`src/rtl/rdback_serializer.sv`:
```
// rdback_serializer: drains DQ_WIDTH*4-bit read-back FIFO entries and
// streams each one to the host as 32-bit words, least-significant word first.
// Optional build macro RDBACK_SEQ_HDR_EN prefixes every entry with a header
// word {16'h5EC0, seq[15:0]} carrying a free-running sequence number.
module rdback_serializer #(
    parameter int DQ_WIDTH = 64,
    parameter int TCQ      = 100
) (
    input  logic                    clk,
    input  logic                    rst,
    input  logic                    rdback_fifo_empty,
    output logic                    rdback_fifo_rden,
    input  logic [DQ_WIDTH*4-1:0]   rdback_data,
    output logic                    tx_valid,
    input  logic                    tx_ready,
    output logic [31:0]             tx_data,
    output logic                    tx_last,
    output logic                    busy
);

    localparam int ENTRY_W = DQ_WIDTH * 4;
    localparam int NW      = ENTRY_W / 32;
    localparam int BEAT_W  = ($clog2(NW) > 4) ? $clog2(NW) : 4;
    localparam logic [BEAT_W-1:0] LAST_BEAT = BEAT_W'(NW - 1);

    // Entry width must split into whole 32-bit words; TCQ is a modelling
    // delay only and has no effect on the synthesized logic.
    if ((ENTRY_W % 32) != 0 || TCQ < 0) begin : g_param_check
        $error("rdback_serializer: DQ_WIDTH*4 must be a multiple of 32");
    end

    typedef enum logic [2:0] {
        S_IDLE,
        S_FETCH,
        S_LOAD,
        S_SEND
`ifdef RDBACK_SEQ_HDR_EN
        , S_HDR
`endif
    } state_t;

    state_t               state_q, state_d;
    logic [ENTRY_W-1:0]   shift_q, shift_d;
    logic [BEAT_W-1:0]    beat_q,  beat_d;
`ifdef RDBACK_SEQ_HDR_EN
    logic [15:0]          seq_q,   seq_d;
`endif

    // State, shift register, beat counter (and sequence counter) registers
    always_ff @(posedge clk) begin
        if (rst) begin
            state_q <= S_IDLE;
            shift_q <= '0;
            beat_q  <= '0;
`ifdef RDBACK_SEQ_HDR_EN
            seq_q   <= '0;
`endif
        end else begin
            state_q <= state_d;
            shift_q <= shift_d;
            beat_q  <= beat_d;
`ifdef RDBACK_SEQ_HDR_EN
            seq_q   <= seq_d;
`endif
        end
    end

    // Next-state and output decode; outputs are a pure function of state
    // so tx_data/tx_last stay frozen while the host withholds tx_ready.
    always_comb begin
        state_d          = state_q;
        shift_d          = shift_q;
        beat_d           = beat_q;
`ifdef RDBACK_SEQ_HDR_EN
        seq_d            = seq_q;
`endif
        rdback_fifo_rden = 1'b0;
        tx_valid         = 1'b0;
        tx_last          = 1'b0;
        tx_data          = '0;

        case (state_q)
            S_IDLE: begin
                // Read only when the FIFO has an entry and reset is released.
                if (!rdback_fifo_empty && !rst) begin
                    rdback_fifo_rden = 1'b1;
                    state_d          = S_FETCH;
                end
            end
            S_FETCH: begin
                // FIFO dout becomes valid one cycle after the read strobe.
                state_d = S_LOAD;
            end
            S_LOAD: begin
                shift_d = rdback_data;
                beat_d  = '0;
`ifdef RDBACK_SEQ_HDR_EN
                state_d = S_HDR;
`else
                state_d = S_SEND;
`endif
            end
`ifdef RDBACK_SEQ_HDR_EN
            S_HDR: begin
                tx_valid = 1'b1;
                tx_data  = {16'h5EC0, seq_q};
                if (tx_ready) begin
                    seq_d   = seq_q + 16'd1;
                    state_d = S_SEND;
                end
            end
`endif
            S_SEND: begin
                tx_valid = 1'b1;
                tx_data  = shift_q[31:0];
                tx_last  = (beat_q == LAST_BEAT);
                if (tx_ready) begin
                    shift_d = shift_q >> 32;
                    beat_d  = beat_q + 1'b1;
                    if (beat_q == LAST_BEAT) begin
                        state_d = S_IDLE;
                    end
                end
            end
            default: begin
                state_d = S_IDLE;
            end
        endcase
    end

    assign busy = (state_q != S_IDLE);

endmodule

```
`config.mk`:
```
export PLATFORM = sky130hd
export DESIGN_NAME = rdback_serializer
export DESIGN_NICKNAME = d
export VERILOG_FILES = /design/src/rtl/rdback_serializer.sv
export SDC_FILE = /design/constraint.sdc
export NUM_CORES = 1
export LEC_CHECK = 0
export ABC_AREA = 0
export CELL_PAD_IN_SITES_DETAIL_PLACEMENT = 0
export CELL_PAD_IN_SITES_GLOBAL_PLACEMENT = 2
export CORE_MARGIN = 2
export CORE_UTILIZATION = 32
export DETAILED_ROUTE_END_ITERATION = 7
export PLACE_DENSITY_LB_ADDON = 0.12
export REMOVE_ABC_BUFFERS = 1
export SLEW_MARGIN = 20
export SYNTH_ARGS = -nofsm -noshare
export SYNTH_HDL_FRONTEND = slang
export SYNTH_SLANG_ARGS = --single-unit
```
`constraint.sdc`:
```
create_clock -name clk -period 5.3 [get_ports clk]
set_clock_uncertainty 0.1 [all_clocks]
set_input_delay 1.06 -clock clk [delete_from_list [all_inputs] [get_ports clk]]
set_output_delay 1.06 -clock clk [all_outputs]
set_load 0.02 [all_outputs]
```
==> impl_results.md <==
- Number of vias per cell: 4.76
- Final Max Slew Viols: 0
- Number of buffers created by CTS: 30
- Sink Count: 262
- Syn Inst Count: 1183
- Slowest CP cell: ha_4
- Max VDD drop: around 0.26 mV
- Die Wd: 193 um
- Largest net degree at the start of global routing: 179
- Yosys warns: 0
- Worst reg2reg path startpoint: state_q[1]$_SDFFE_PP0P_
- EDFF count, synth: 0
- Sequential area share after synthesis: 45.9%
- P_leak: 4.97 nW
- Cell variety after synth: 25
- Async S/R FF share, synth: 0%
- Synth cell count leaders: 262 x dfxtp_1, 260 x nor2_1, 226 x a211oi_1
- Clock Latency Late Sink: 540 ps
- CP peak stage delay: 690 ps
- Synthesized area: 11400 sq um
- Most common cell in the synthesized netlist: dfxtp_1
- H-tree levels: 1
- RR Endpoint: shift_q[42]$_SDFFE_PP0P_
- Post-DP HPWL: 19800 um
- Final setup vio count: 0
- Cell Pwr Density: between 400 and 500 nW/um^2
- Setup_tns: 0 ps
- # fillers: about 3500
- Worst min path class: register to register
- Slew HR: 43.2%
- Crit path kind: register to primary output
- Final hold violation count: 0
- Core ar.: 35400 sq um
- Hold Crit Start: beat_q[3]$_SDFFE_PP0P_
- Die Ht: 193 um
- Via count: 9065
- Worst Hold End: beat_q[3]$_SDFFE_PP0P_
- Critical path cell sequence: ha_4 > buf_4 > and2_1 > clkdlybuf4s50_1
- Fmax: between 200 and 250 MHz
- Clock slew at reported path FFs: 60 ps
- Max-cap violations: 0
- Cell Rows: 69
- Detail Route Antenna Nets: 0
- Worst-path fanout max: 46
- Startpoint types: register
- First-pass GRT wire length: 46700 um
- Minimum clock period: 4040 ps
- Initial Util: 32.3%
- CTS root buffer: clkbuf_16
- GPL Wtd Cong: 0.684
- Syn Area/Cell: 9.66 sq um
- Hold depth: 2
- Tcrit/Tclk final: 76.3%
- # nets final: 1682
- WL final: between 30000 and 40000 um
- GR Overflow Total: 0
- Min Hold Slack: ~390 ps
- Die Area: between 30000 and 40000 sq um
- DRC Markers: 0
- Port Buffers: slightly below 300
- Area leader, netlist: dfxtp_1
- Synth top area share: between 40% and 50%
- Post-CTS Resized: 0
- Area delta synth->final: 37.6%
- Main synth FF type: dfxtp_1
- Status: finished clean
- Post CTS Setup Buffer Count: 0
- Overall Global Routing Usage: ~16%
- Layout cells sized above 1: roughly 5.4%
- CTS tree: built
- Drt pass-1 iters: 4
- Vias in the first global route: 8561
- Routed len/inst: around 16 um
- CP Capture Type: primary output
- Crit path DAT: about 2900 ps
- Hold Buf Count CTS: 0
- Top cells by area, synth: dfxtp_1 46%, mux2i_1 20%, a211oi_1 15%
- RSZ-0062 raised after global routing: no
- Initial antenna violation count: 10
- Clock Tree Buf Depth: 3
- Initial DRC count: between 300 and 400
- # IOs: 296
- Synth Register Bits: 262
- Reg2reg setup slack: 2370 ps
- Worst path required time: 4140 ps
- Worst R2R Path Depth: 5
- Slew @ Worst Pin: between 800 and 900 ps
[metrics by stage]
step	utilization, %	std cells	instance area (sq um)	worst slack [ps]	power [mW]
global placement	41.3	1845	14600	1800	5.07
global route	44.4	1901	15700	1060	7.82
detailed placement	41.3	1845	14600	1790	5.11
finish	44.4	1905	15700	1260	7.27
CTS	44.3	1900	15700	1200	7.38
floorplan	-	1068	10800	-7600	4.67
[area by class of cell]
class / instances / area [sq um] / area share [%]
clock buffers: 43 / 881 / 5.60
clock inverters: 12 / 189 / 1.20
repair buffers: 317 / 3180 / 20.3
well taps: 461 / 577 / 3.67
diodes: 4 / 10.0 / 0.0637
multi-input cells: 801 / 5620 / 35.7
flip-flops and latches: 262 / 5250 / 33.4
inverters: 5 / 18.8 / 0.119
[logic make-up (layout without fill, tap and decap cells)]
logic type	Yosys count	after routing	share of synthesized area [%]
simple gates	303	303	10.9
buf+inv	120	377	5.32
flops	262	262	45.9
fa+ha+maj	5	5	0.547
compound gates	265	265	17.3
other cells	0	4	0
mux	228	228	20.1
[sequential cells by signal, indices dropped and copies added (netlist names)]
register and cells:
shift_q 256, state_q 2, beat_q 4
[worst max path at each step]
stage	startpoint	to	slack (ps)
after floorplan	state_q[1]$_SDFFE_PP0P_	beat_q[2]$_SDFFE_PP0P_	-7600
after global placement	state_q[1]$_SDFFE_PP0P_	tx_data[3]	1800
after detailed placement	state_q[1]$_SDFFE_PP0P_	tx_data[3]	1790
after CTS	state_q[1]$_SDFFE_PP0P_	tx_data[2]	1200
after global routing	state_q[1]$_SDFFE_PP0P_	tx_data[3]	1060
final	state_q[1]$_SDFFE_PP0P_	tx_data[2]	1260
[per-layer routing]
layer / routed length, um / GRT usage [%] / share of wire [%] / up-vias
li1: - / - / - / 4773
met1: 14400 / 20.9 / 48 / 4040
met2: 13000 / 24.6 / 43 / 194
met3: 2380 / 5.48 / 7.9 / 44
met4: 420 / 2.42 / 1.4 / 14
met5: 90 / 0 / 0.30 / -
[worst max-delay path, delay by kind of cell, from the launching register on]
| family | cells | cell delay [ps] |
|---|---|---|
| DFF | 1 | 430 |
| adders and majority gates | 1 | 690 |
| and+or+nand+nor | 1 | 180 |
| buffers and inverters | 2 | 1010 |
[cell usage in the layout, fill, tap and decap left out, types with 3 or more instances in the layout]
cell / instances
a211oi_1: 226
a21oi_1: 3
a22oi_1: 32
and2_1: 32
buf_12: 5
buf_4: 17
bufinv_16: 5
clkbuf_1: 6
clkbuf_16: 31
clkbuf_8: 7
clkdlybuf4s50_1: 294
clkinv_2: 6
dfxtp_1: 262
diode_2: 4
ha_1: 4
inv_1: 5
mux2i_1: 225
nor2_1: 260
[report_power, final]
| part | total, mW | internal (mW) | switching [mW] |
|---|---|---|---|
| clock | 2.22 | 1.39 | 0.832 |
| combinational | 2.09 | 0.970 | 1.12 |
| sequential | 2.96 | 2.64 | 0.320 |
No activity file was read; power rests on OpenSTA's default activity.
